File: config.mk
export PLATFORM = sky130hd
export DESIGN_NAME = mem_arbiter
export DESIGN_NICKNAME = d
export VERILOG_FILES = /design/src/rtl/cpu_types_pkg.sv /design/src/rtl/mem_arb_streak.sv /design/src/rtl/mem_arbiter.sv
export SDC_FILE = /design/constraint.sdc
export NUM_CORES = 1
export LEC_CHECK = 0
export BUFFER_PORTS_ARGS = -buffer_cell sky130_fd_sc_hd__buf_2
export CAP_MARGIN = 20
export CORE_AREA = 2 2 140 142
export DETAILED_ROUTE_END_ITERATION = 10
export DIE_AREA = 0 0 142 144
export PLACE_DENSITY = 0.65
export SKIP_CTS_REPAIR_TIMING = 1
export SLEW_MARGIN = 20
export SYNTH_ARGS = -nofsm -noshare
export SYNTH_HDL_FRONTEND = slang
export SYNTH_SLANG_ARGS = --single-unit
File: constraint.sdc
create_clock -name CLK -period 1.6 [get_ports CLK]
set_input_delay 0.08 -clock CLK [delete_from_list [all_inputs] [get_ports CLK]]
set_output_delay 0.08 -clock CLK [all_outputs]
set_load 0.05 [all_outputs]
File: src/rtl/cpu_types_pkg.sv
// Shared CPU types: the machine word and the memory-arbiter FSM state.
// Imported by mem_arbiter and mem_arb_streak.
package cpu_types_pkg;

    typedef logic [31:0] word_t;

    typedef enum logic [1:0] {
        IDLE,
        IACC,
        DACC,
        RESP
    } arb_state_t;

    localparam int unsigned STREAK_W = 8;

endpackage

File: src/rtl/mem_arb_streak.sv
// Saturating count of back-to-back data grants taken while a fetch waits.
// force_instr tells the arbiter to serve the fetch next.
module mem_arb_streak
    import cpu_types_pkg::*;
#(
    parameter int unsigned MAX_DSTREAK = 4
) (
    input  logic CLK,
    input  logic nRST,
    input  logic inc,
    input  logic clr,
    output logic force_instr
);

    localparam logic [STREAK_W-1:0] MaxCnt = STREAK_W'(MAX_DSTREAK);

    logic [STREAK_W-1:0] count_q, count_d;

    always_comb begin
        count_d = count_q;
        if (clr) begin
            count_d = '0;
        end else if (inc && (count_q != {STREAK_W{1'b1}})) begin
            count_d = count_q + 1'b1;
        end
    end

    always_ff @(posedge CLK or negedge nRST) begin
        if (!nRST) begin
            count_q <= '0;
        end else begin
            count_q <= count_d;
        end
    end

    assign force_instr = (count_q == MaxCnt);

endmodule

File: src/rtl/mem_arbiter.sv
// Single-port RAM arbiter between instruction fetch and data access.
// Define MEM_ARB_STARVE_GUARD_EN to bound data streaks that starve a waiting fetch.
module mem_arbiter
    import cpu_types_pkg::*;
#(
    parameter int unsigned MAX_DSTREAK = 4
) (
    input  logic        CLK,
    input  logic        nRST,
    input  logic        iREN,
    input  logic [31:0] iaddr,
    input  logic        dREN,
    input  logic        dWEN,
    input  logic [31:0] daddr,
    input  logic [31:0] dstore,
    output logic        ihit,
    output logic [31:0] iload,
    output logic        dhit,
    output logic [31:0] dload,
    output logic        ramREN,
    output logic        ramWEN,
    output logic [31:0] ramaddr,
    output logic [31:0] ramstore,
    input  logic [31:0] ramload,
    input  logic        ram_ready
);

    arb_state_t state_q, state_d;
    word_t      addr_q, addr_d;
    word_t      store_q, store_d;
    word_t      iload_q, iload_d;
    word_t      dload_q, dload_d;
    logic       ren_q, ren_d;
    logic       wen_q, wen_d;
    logic       ihit_q, ihit_d;
    logic       dhit_q, dhit_d;
    logic       d_req;
    logic       force_instr;
    logic       streak_inc;
    logic       streak_clr;

    assign d_req = dREN | dWEN;

`ifdef MEM_ARB_STARVE_GUARD_EN
    mem_arb_streak #(
        .MAX_DSTREAK (MAX_DSTREAK)
    ) u_streak (
        .CLK         (CLK),
        .nRST        (nRST),
        .inc         (streak_inc),
        .clr         (streak_clr),
        .force_instr (force_instr)
    );
`else
    logic unused_streak;
    assign unused_streak = ^{MAX_DSTREAK, streak_inc, streak_clr};
    assign force_instr   = 1'b0;
`endif

    always_comb begin
        state_d = state_q;
        addr_d  = addr_q;
        store_d = store_q;
        iload_d = iload_q;
        dload_d = dload_q;
        ren_d   = ren_q;
        wen_d   = wen_q;
        ihit_d  = 1'b0;
        dhit_d  = 1'b0;

        case (state_q)
            IDLE: begin
                if (d_req && !(force_instr && iREN)) begin
                    state_d = DACC;
                    addr_d  = daddr;
                    store_d = dstore;
                    wen_d   = dWEN;
                    ren_d   = ~dWEN;
                end else if (iREN) begin
                    state_d = IACC;
                    addr_d  = iaddr;
                    ren_d   = 1'b1;
                    wen_d   = 1'b0;
                end
            end
            IACC: begin
                if (ram_ready) begin
                    iload_d = ramload;
                    ihit_d  = 1'b1;
                    ren_d   = 1'b0;
                    state_d = RESP;
                end else if (!iREN) begin
                    ren_d   = 1'b0;
                    state_d = IDLE;
                end
            end
            DACC: begin
                if (ram_ready) begin
                    // Only reads update dload; a write leaves the last read data intact.
                    if (ren_q) begin
                        dload_d = ramload;
                    end
                    dhit_d  = 1'b1;
                    ren_d   = 1'b0;
                    wen_d   = 1'b0;
                    state_d = RESP;
                end else if (!d_req) begin
                    ren_d   = 1'b0;
                    wen_d   = 1'b0;
                    state_d = IDLE;
                end
            end
            RESP: begin
                state_d = IDLE;
            end
            default: begin
                state_d = IDLE;
                ren_d   = 1'b0;
                wen_d   = 1'b0;
            end
        endcase
    end

    assign streak_inc = (state_q == IDLE) && (state_d == DACC) && iREN;
    assign streak_clr = (state_q == IDLE) && ((state_d == IACC) || !iREN);

    always_ff @(posedge CLK or negedge nRST) begin
        if (!nRST) begin
            state_q <= IDLE;
            addr_q  <= '0;
            store_q <= '0;
            iload_q <= '0;
            dload_q <= '0;
            ren_q   <= 1'b0;
            wen_q   <= 1'b0;
            ihit_q  <= 1'b0;
            dhit_q  <= 1'b0;
        end else begin
            state_q <= state_d;
            addr_q  <= addr_d;
            store_q <= store_d;
            iload_q <= iload_d;
            dload_q <= dload_d;
            ren_q   <= ren_d;
            wen_q   <= wen_d;
            ihit_q  <= ihit_d;
            dhit_q  <= dhit_d;
        end
    end

    assign ihit     = ihit_q;
    assign dhit     = dhit_q;
    assign iload    = iload_q;
    assign dload    = dload_q;
    assign ramREN   = ren_q;
    assign ramWEN   = wen_q;
    assign ramaddr  = addr_q;
    assign ramstore = store_q;

endmodule
## Word level (Yosys, flattened, before mapping)

Cells that the tools add are included.

- Bits in registers: 134

- Equality and inequality tests: 6
- Multiplexer cells: 22
- Bitwise operators: 2
- Reductions and logical operators: 11

Operator list:

| cell | number |
|---|---|
| $mux W32 | 2 |
| $mux W2 | 6 |
| $mux W1 | 11 |
| $ne A3 B3 Y1 const B | 3 |
| $reduce_and A3 Y1 | 3 |
| $pmux W2 S4 | 1 |
| $reduce_and A2 Y1 | 3 |
| $eq A2 B2 Y1 const B | 2 |
| $reduce_and A4 Y1 | 1 |
| $reduce_bool A2 Y1 | 2 |
| $pmux W1 S3 | 1 |
| $reduce_bool A3 Y1 | 1 |
| $eq A2 B1 Y1 const B | 1 |
| $logic_not A2 Y1 | 1 |
| $pmux W1 S2 | 1 |
| $not A1 Y1 | 1 |
| $or A1 B1 Y1 | 1 |

## Longest topological paths before layout

Gate-level depths: netlist of run 1.

- Depth after elaboration: 4
- Mapped depth: 6
- Mapped depth without buffers: 5

## Least setup slack after synthesis of run 1

OpenSTA, ideal clock, no wires.

- Path type: register to register
- From: register state_q[0]
- To: register ren_q (netlist: ramREN)
- Library setup time: 0.128 ns
- Arrival time: 1.484 ns
- Slack: -0.012 ns
- Cell stages (with the launch flop): 6
- Path buffers: 0
- Cells stage by stage: dfrtp_1 > inv_1 > ha_1 > nor2b_1 > a2111oi_4 > mux2_1

- Longest elaborated chain between the ends: 3
- Elaborated cells on any way between the ends: 9

Ends and longest elaborated chain:

| element | RTL line | RTL |
|---|---|---|
| start: declaration | mem_arbiter.sv:28 | `arb_state_t state_q, state_d;` |
| start signal: assignment | mem_arbiter.sv:139 | `state_q <= state_d;` |
| $eq A2 B2 Y1 (tied with other cells) | mem_arbiter.sv:71 | `case (state_q)` |
| $ne A3 B3 Y1 (no source line) / $reduce_bool A3 Y1 (equally long branches) | n/a |  |
| $reduce_and A4 Y1 (no source line) | n/a |  |
| end signal: assignment | mem_arbiter.sv:144 | `ren_q <= ren_d;` |
| end: declaration | mem_arbiter.sv:33 | `logic ren_q, ren_d;` |

Parallel ways exist; a longest one is shown, timed or not.
A chain may end at the register's enable or synchronous reset.

## Final worst setup path of run 1

Ends and elaborated chain as after synthesis.

==> results.md, run 1 <==
- Largest net degree at the start of global routing: 62
- Max Clock Freq: 635 MHz
- Sequential area share after synthesis: 60.3%
- Area contributors post-synth: dfrtp_1, mux2_2, mux2_4
- CTS Sinks: 134
- DR WL/cell: 14.5 µm
- Pins Over Slew Limit: 0
- Fin crit share: 98.4%
- Syn Area/Cell: 14.8 µm²
- Synth Instances: 376
- Hold Startpoint: iaddr[17]
- Synth Flop Type: dfrtp_1
- Most frequent cell after synthesis: dfrtp_1
- Max-cap violations: 0
- Critical Path AT: 1.86 ns
- Clk_skew: 0.0143 ns
- Die Ht: 144 µm
- Drt first pass iters: 4
- EDFF count, synth: 0
- DIE AREA: 20400 µm²
- GRT Resource Usage Total: 12.3%
- Vias in the first global route: 3873
- RSZ-0062 raised after global routing: yes
- WL final: 14600 µm
- Grt ovf: 0
- Later-pin clock latency in the skew report: 0.41 ns
- Failing checks: hold timing
- Met3 Use GR: 3.21%
- Final Critical Period: 1.57 ns
- Crit path from: state_q[0]
- Share of cells above drive strength 1: 56.0%
- Antenna fix cells: 0
- GP Congestion: 0.758
- Longest Clk Path Bufs: 2
- GRT met2 Usage: 20.3%
- Vias: 4325
- Post-DP HPWL: 9350 µm
- Synth top cells by count: dfrtp_1, mux2_2, mux2i_1
- Critical path fanouts, max: 2
- Place WS: -0.0791 ns
- Syn Std Cell Area: 5560 µm²
- Final hold vios: 16
- Synth area leader: dfrtp_1
- Final Worst Setup Slack: 0.0251 ns
- CP required: 1.89 ns
- Final nets: 899
- Critical path class: reg2reg
- I/O pins: 266
- Clock transition at path regs: 0.06 ns
- Via density: 4.28
- Met1 GRT Util: 15.2%
- Busiest layer in global routing: met2
- Worst R2R Start: state_q[0]
- Fill count: 1705
- Die W: 142 µm
- Hold WS: -0.0430 ns
- Leakage: 4.63 nW
- Worst hold path class: in2reg
- Setup crit start kind: register
- Status: complete, but fails checks
- Total CTS buffers: 17
- Yosys reg bits: 134
- Worst Tran Pin Value: 0.333 ns
- Total negative slack: 0 ns
- Yosys warning count: 0
- IO Port Bufs: 265
- Pwr per Cell Area: 2410 nW/µm²
- Final number of setup-violating endpoints: 0
- Crit path capture type: register
- CTS tree: yes
- CTS root buffer: clkbuf_16
- Slew headroom: 77.8%
- Post-synth top area share: 60.3%
- First-pass GRT wire length: 19700 µm
- Initial core utilization: 29.1%
- Post-synthesis cell type count: 25
- Syn nets: 515
- Ys async rst share: 100%
- Iter 0 DRT Violations: 109
- Final ANT Viol Nets: 0
- Tot Pwr: 21.7 mW
- Residual DRC count: 0
- Row cnt: 51
- Peak VDD IR: 0.00101 V
- Initial antenna violation count: 0
- H-tree levels: 4
- Core ar.: 19100 µm²
- Area grow syn2layout: 62.0%
-- per-stage QoR --
stage | cell area (µm²) | hold WS [ns] | utilization [%] | instances
after floorplan | 5560 | -0.216 | - | 376
after global routing | 9000 | 0.000268 | 47.2 | 1011
after detailed placement | 7330 | -0.0581 | 38.4 | 880
final | 9000 | -0.0430 | 47.2 | 1011
after CTS | 7910 | -0.500 | 41.4 | 912
after global placement | 7330 | -0.0584 | 38.4 | 880
-- critical path, cell delays in order (launching register included) --
cell and delay (ns):
dfrtp_1 0.40, buf_6 0.13, ha_4 0.15, and3b_2 0.24, a2111oi_4 0.20, mux2_1 0.34
-- layout make-up --
cell class / count / area [µm²] / share of cell area (%)
clock buffers: 19 / 453 / 5.03
clock inverters: 13 / 123 / 1.36
inverters: 4 / 15.0 / 0.167
multi-input cells: 219 / 2140 / 23.8
flip-flops and latches: 134 / 3350 / 37.3
well taps: 238 / 298 / 3.31
repair buffers: 384 / 2620 / 29.1
-- power by group --
group / total [mW] / switching [mW] / internal (mW) / leakage [nW]
Sequential: 5.92 / 0.832 / 5.09 / 1.61
Combinational: 12.0 / 8.30 / 3.68 / 2.74
Clock: 3.76 / 1.53 / 2.24 / 0.272
Total: 21.7 / 10.7 / 11.0 / 4.63
-- registers in the layout (all words and copies together), names as in the netlist --
| name | flops |
|---|---|
| dhit | 1 |
| ramWEN | 1 |
| iload | 32 |
| state_q | 2 |
| ramREN | 1 |
| ihit | 1 |
| ramstore | 32 |
| dload | 32 |
| ramaddr | 32 |
-- layout by cell type, fill, tap and decap left out, types with 3 or more instances in the layout --
| master | n |
|---|---|
| dlygate4sd3_1 | 94 |
| mux2i_1 | 35 |
| clkbuf_16 | 19 |
| clkinvlp_4 | 4 |
| a21oi_1 | 3 |
| buf_2 | 264 |
| dfrtp_1 | 134 |
| mux2_2 | 66 |
| buf_6 | 4 |
| nand2_1 | 33 |
| clkinv_4 | 3 |
| o21ai_0 | 32 |
| buf_12 | 9 |
| ha_4 | 3 |
| mux2_4 | 30 |
| inv_6 | 3 |
| buf_4 | 11 |
-- layer usage --
metal	up-vias	part of all wire (%)
li1	2087	-
met1	2061	42
met2	160	51
met3	17	4.6
met4	0	1.8
met5	-	0
-- cell families after synthesis --
logic type	count (synthesis)	share of synthesized area, %
flops	134	60.3
mux	132	28.0
simple gates	43	3.72
compound gates	39	4.21
buf+inv	23	2.61
fa+ha+maj	5	1.13
-- worst paths after layout --
check                               to  slack (ns)  cells past startpoint
hold reg to reg             ramaddr[2]        0.47                      2
hold / removal             ramaddr[17]       -0.04                      3
setup reg to reg                ramREN        0.03                      5
setup / recovery                ramREN        0.03                      5
min in group asynchronous    dload[14]        0.08                      2
max in group asynchronous  ramaddr[22]        0.94                      3
(Power assumes the default switching activity.)
==> run 2: changes to the inputs <==
Settings changed: CORE_AREA 2 2 140 142 to 2 2 109 111, DIE_AREA 0 0 142 144 to 0 0 111 113, PLACE_DENSITY 0.65 to 0.92, RECOVER_POWER set to 25.
Clock period 1.6 ns to 1.9 ns, I/O delays scaled along.
==> run 2 against run 1 <==
The run still ends with hold timing left. Wire length increased by 12%. Count of clock-buffer cells in the layout increased by 2. Worst setup slack improved by 0.079 ns. Via count increased by 4.2%. Sequential power decreased by 13%. First-iteration DRC count increased by 130%. Non-clock buffer count decreased by 32. Core utilization increased by 28 points. Sequential cell count unchanged. Clock skew decreased by 0.0064 ns. Combinational power decreased by 18%. Total power decreased by 14%. Critical path type unchanged. Largest power group unchanged.
==> results.md, run 2 (synthesis gave the netlist of run 1 again) <==
- Later-pin clock latency in the skew report: 0.41 ns (about the same)
- Grt ovf: 0 (unchanged)
- Most frequent cells in the layout: buf_2, dfrtp_1, dlygate4sd3_1
- Pins Over Slew Limit: 0 (unchanged)
- DIE AREA: 12500 µm² (-39%)
- Slew headroom: 6.06% (-72 points)
- Total CTS buffers: 17 (unchanged)
- Non-filler instance count after layout: 884 (-13%)
- Via density: 5.10 (+19%)
- Fin crit share: 94.5% (-3.9 points)
- Fill count: 658 (-61%)
- Crit path capture type: register
- Reg-to-reg setup timing slack: 0.10 ns (+0.08 ns)
- FF/Latch Area: 3350 µm² (unchanged)
- Initial antenna violation count: 0 (unchanged)
- GRT Resource Usage Total: 23.0% (+11 points)
- Longest Clk Path Bufs: 2 (unchanged)
- Worst Tran Pin Value: 1.41 ns (+1.08 ns)
- Core ar.: 11300 µm² (-41%)
- Vias: 4506 (+4.2%)
- Share of cells above drive strength 1: 55.1% (-0.95 points)
- DR WL/cell: 18.6 µm (+28%)
- Clk_skew: 0.00795 ns (-0.00639 ns)
- Residual DRC count: 0 (unchanged)
- Final Critical Period: 1.80 ns (+0.221 ns)
- Largest net degree at the start of global routing: 77 (+24%)
- Failing checks: hold timing
- RSZ-0062 raised after global routing: no
- GP Congestion: 0.888 (+17%)
- Hold WS: -0.0233 ns (+0.0197 ns)
- Critical path fanouts, max: 4 (+2)
- Area grow syn2layout: 53.2%
- CP required: 2.19 ns (+0.30 ns)
- Final ANT Viol Nets: 0 (unchanged)
- CTS Sinks: 134 (unchanged)
- Max-cap violations: 0 (unchanged)
- Vias in the first global route: 4364 (+13%)
- CTS root buffer: clkbuf_16
- Leakage: 4.48 nW (-3.2%)
- Die Ht: 113 µm (-22%)
- IO Port Bufs: 265 (unchanged)
- Initial core utilization: 49.3% (+20 points)
- Area of the multi-input gates: 2070 µm² (-3.4%)
- Critical path class: reg2reg
- Peak VDD IR: 0.00220 V (+120%)
- Antenna fix cells: 0 (unchanged)
- Final core utilization: 75.5% (+28 points)
- Setup crit start kind: register
- Pwr per Cell Area: 2200 nW/µm² (-8.7%)
- WL final: 16500 µm (+12%)
- Row cnt: 39 (-24%)
- H-tree levels: 4 (unchanged)
- Most common cell after layout, fill and taps aside: buf_2
- Post-DP HPWL: 10200 µm (+9.6%)
- Total negative slack: 0 ns (unchanged)
- First-pass GRT wire length: 22400 µm (+14%)
- CTS tree: yes
- Status: complete, but fails checks
- Dpl cells: 774 (-12%)
- Iter 0 DRT Violations: 246 (+130%)
- Critical Path AT: 2.09 ns (+0.23 ns)
- I/O pins: 266 (unchanged)
- Max Clock Freq: 557 MHz (-12%)
- Final number of setup-violating endpoints: 0 (unchanged)
- Drt first pass iters: 4 (unchanged)
- Clock transition at path regs: 0.06 ns (about the same)
- Final hold vios: 11 (-5)
- Die W: 111 µm (-22%)
- Final nets: 867 (-3.6%)
- Worst hold path class: in2reg
==> run 2: cell count changes in the layout (fill, tap and decap cells not counted), sizes merged <==
cell	before	now
inv	7	5
clkinv	5	3
bufinv	1	5
dlygate4sd3	94	78
clkinvlp	4	2
buf	288	272
clkbuf	21	23
==> run 2: stage by stage <==
stage / instance area [µm²] / setup WS (ns) / power [mW]
6_report: 8510 / 0.105 / 18.7
5_1_grt: 8510 / 0.0152 / 19.4
4_1_cts: 7760 / 0.0901 / 18.5
3_5_place_dp: 7090 / 0.110 / 14.7
3_3_place_gp: 7090 / 0.194 / 14.4
2_1_floorplan: 5560 / 0.288 / 12.3
==> run 2: final timing paths <==
check	end	from	cells past startpoint
setup reg to reg	ramREN	state_q[0]	5
hold reg to reg	ramaddr[19]	ramaddr[19]	2
setup / recovery	ramREN	state_q[0]	5
max in group asynchronous	state_q[1]	nRST	3
min in group asynchronous	ramstore[3]	nRST	3
hold / removal	ramaddr[2]	iaddr[2]	3
==> run 2: per-layer routing <==
layer | GRT usage (%) | wire length [µm] | vias up
met5 | 0 | 0 | -
met4 | 9.67 | 605 | 0
met3 | 7.28 | 1130 | 51
met2 | 41.2 | 8810 | 221
met1 | 25.4 | 5910 | 2210
li1 | - | - | 2024
==> run 2: final cells by class <==
cell class,count,share of cell area (%)
Multi-Input combinational cell,219,24.3
Sequential cell,134,39.4
Clock inverter,11,2.26
Tap cell,143,2.10
Inverter,4,0.176
Timing Repair Buffer,352,26.1
Clock buffer,21,5.64
==> run 2: critical path: stages (launching register included) <==
cell,delay [ns]
dfrtp_1,0.41
inv_1,0.14
ha_1,0.33
nor4b_4,0.39
a2111oi_4,0.08
mux2_1,0.32
==> run 2: where the power goes <==
part	internal [mW]	total, mW	switching (mW)	leakage [nW]
combinational	2.83	9.88	7.06	2.53
clock	2.47	3.69	1.22	0.326
sequential	4.29	5.13	0.839	1.61
total	9.59	18.7	9.12	4.48
==> run 3: changes to the inputs <==
Settings changed: CORE_AREA 2 2 109 111 to 2 2 112 114, DIE_AREA 0 0 111 113 to 0 0 114 116, PLACE_DENSITY 0.92 to 0.88, REMOVE_ABC_BUFFERS set to 1.
==> run 3 against run 2 <==
The run still ends with hold timing left. Count of clock-buffer cells in the layout up 2. Largest power group unchanged. Sequential share of layout area up 0.39 points. Worst setup slack improved by 0.0059 ns. Highest routed layer unchanged. Via count down 0.87%. Combinational power decreased by 1%.
==> results.md, run 3 (synthesis gave the netlist of run 1 again) <==
- Status: complete, but fails checks
- Failing checks: hold timing
- Final nets: 869 (+0.23%)
- Final ANT Viol Nets: 0 (unchanged)
- Max-cap violations: 0 (unchanged)
- Row cnt: 40 (+2.6%)
- Worst R2R Start: state_q[0]
- Place WS: 0.0414 ns (-0.0690 ns)
- Antenna fix cells: 0 (unchanged)
- Non-filler instance count after layout: 890 (+0.68%)
- Drt first pass iters: 4 (unchanged)
- DR WL/cell: 17.6 µm (-5.4%)
- Critical Path AT: 2.08 ns (about the same)
- Fin crit share: 94.2% (-0.31 points)
- Vias in the first global route: 4215 (-3.4%)
- Share of power burned in registers: 28.3% (+0.9 points)
- H-tree levels: 4 (unchanged)
- Most common cell after layout, fill and taps aside: buf_2
- Sw Share: 49.7% (+0.96 points)
- Core ar.: 11900 µm² (+5.7%)
- Pins Over Slew Limit: 0 (unchanged)
- RSZ-0062 raised after global routing: no
- Setup crit start kind: register
- Fill count: 788 (+20%)
- Comb pwr share: 54.2% (+1.4 points)
- NetSw: 8.96 mW (-1.7%)
- CTS root buffer: clkbuf_16
- Crit path from: state_q[0]
- CP required: 2.19 ns (about the same)
- Clock transition at path regs: 0.06 ns (about the same)
- GP Congestion: 0.818 (-7.9%)
- Crit path capture type: register
- Die W: 114 µm (+2.7%)
- IO Port Bufs: 265 (unchanged)
- I/O pins: 266 (unchanged)
- Final hold vios: 5 (-6)
- Die Ht: 116 µm (+2.7%)
- Slew headroom: 41.4% (+35 points)
- Iter 0 DRT Violations: 177 (-28%)
- Leakage: 4.43 nW (-1.0%)
- Area grow syn2layout: 51.7%
- Max Clock Freq: 559 MHz (+0.33%)
- First-pass GRT wire length: 20100 µm (-10%)
- Most frequent cells in the layout: buf_2, dfrtp_1, dlygate4sd3_1
- WL final: 15700 µm (-4.8%)
- Clock power share: 17.5% (-2.2 points)
- Post-DP HPWL: 9760 µm (-4.7%)
- Largest net degree at the start of global routing: 68 (-12%)
- Pwr per Cell Area: 2140 nW/µm² (-2.6%)
- Critical path class: reg2reg
- Longest Clk Path Bufs: 2 (unchanged)
- Crit path cell chain: inv_1 -> ha_2 -> nor4b_4 -> a2111oi_4 -> mux2_1
- Clk_skew: 0.00582 ns (-0.00213 ns)
- Final Critical Period: 1.79 ns (-0.00587 ns)
- Critical Path Max Stage Delay: 0.40 ns (about the same)
- Share of cells above drive strength 1: 54.4% (-0.69 points)
- Grt ovf: 0 (unchanged)
- Later-pin clock latency in the skew report: 0.41 ns (about the same)
- Residual DRC count: 0 (unchanged)
- Hold Startpoint: daddr[3]
- Initial core utilization: 46.6% (-2.6 points)
- DIE AREA: 13200 µm² (+5.4%)
- Worst Tran Pin Value: 0.874 ns (-0.535 ns)
- Area of the multi-input gates: 2080 µm² (+0.73%)
- Final Worst Setup Slack: 0.110 ns (+0.00587 ns)
- Initial antenna violation count: 0 (unchanged)
- Final number of setup-violating endpoints: 0 (unchanged)
- Dpl cells: 777 (+0.39%)
- CTS Sinks: 134 (unchanged)
- Critical path fanouts, max: 5 (+1)
- Slowest CP cell: dfrtp_1
- Int Power: 9.07 mW (-5.4%)
- CTS tree: yes
- Via density: 5.02 (-1.5%)
- Total negative slack: 0 ns (unchanged)
- GRT Resource Usage Total: 19.8% (-3.2 points)
- Peak VDD IR: 0.00136 V (-38%)
- FF/Latch Area: 3350 µm² (unchanged)
- Worst hold path class: in2reg
- Vias: 4467 (-0.87%)
- Hold WS: -0.0177 ns (+0.00561 ns)
- Total CTS buffers: 17 (unchanged)
==> run 3: cell types whose count changed in the layout (fill, tap and decap cells not counted), sizes merged, moves of 2 or more <==
cell | previous run | this run
clkbuf | 23 | 25
dlygate4sd3 | 78 | 80
clkinv | 3 | 6
bufinv | 5 | 2
==> run 3: layer usage <==
metal | track usage (%) | wire length (µm) | up-vias | share of wire [%]
li1 | - | - | 2035 | -
met1 | 21.9 | 5780 | 2183 | 37
met5 | 0 | 0 | - | 0
met4 | 10.2 | 387 | 0 | 2.5
met2 | 35.0 | 8550 | 214 | 55
met3 | 5.39 | 946 | 35 | 6.0
==> run 3: layout make-up <==
type | count | share of cell area (%)
inverters | 4 | 0.178
flip-flops and latches | 134 | 39.8
clock buffers | 23 | 5.55
multi-input cells | 220 | 24.7
well taps | 147 | 2.18
repair buffers | 353 | 26.4
clock inverters | 9 | 1.20
==> run 3: power by group through the flow <==
stage / combinational [mW] / sequential (mW) / clock, mW
finish: 9.78 / 5.10 / 3.16
global route: 10.2 / 5.24 / 3.34
CTS: 9.58 / 5.05 / 3.20
detailed placement: 9.58 / 5.06 / 0
global placement: 9.34 / 4.99 / 0
floorplan: 2.29 / 9.94 / 0
==> run 3: worst paths after layout <==
| kind | end | slack [ns] | depth (start not counted) |
|---|---|---|---|
| worst min register to register | ramaddr[4] | 0.48 | 2 |
| worst max-delay path | ramREN | 0.11 | 5 |
| min in group asynchronous | ramstore[19] | 0.35 | 2 |
| max in group asynchronous | ramaddr[5] | 0.47 | 3 |
| worst min-delay path | ramaddr[3] | -0.02 | 3 |
| worst max register to register | ramREN | 0.11 | 5 |
==> run 3: through the flow <==
step                power [mW]  instance area, µm²  util (%)  hold WS [ns]
finish                    18.0                8430      70.8       -0.0177
global route              18.8                8430      70.8       0.00517
CTS                       17.8                7630      64.0        -0.357
detailed placement        14.6                7060      59.3        0.0830
global placement          14.3                7060      59.3        0.0777
floorplan                 12.2                5430         -        -0.201
==> run 3: critical path, delay by kind of cell (launching register included) <==
| kind | cells | cell delay, ns |
|---|---|---|
| mux | 1 | 0.32 |
| buf+inv | 1 | 0.15 |
| flops | 1 | 0.40 |
| compound gates | 1 | 0.08 |
| simple gates | 1 | 0.39 |
| fa+ha+maj | 1 | 0.33 |
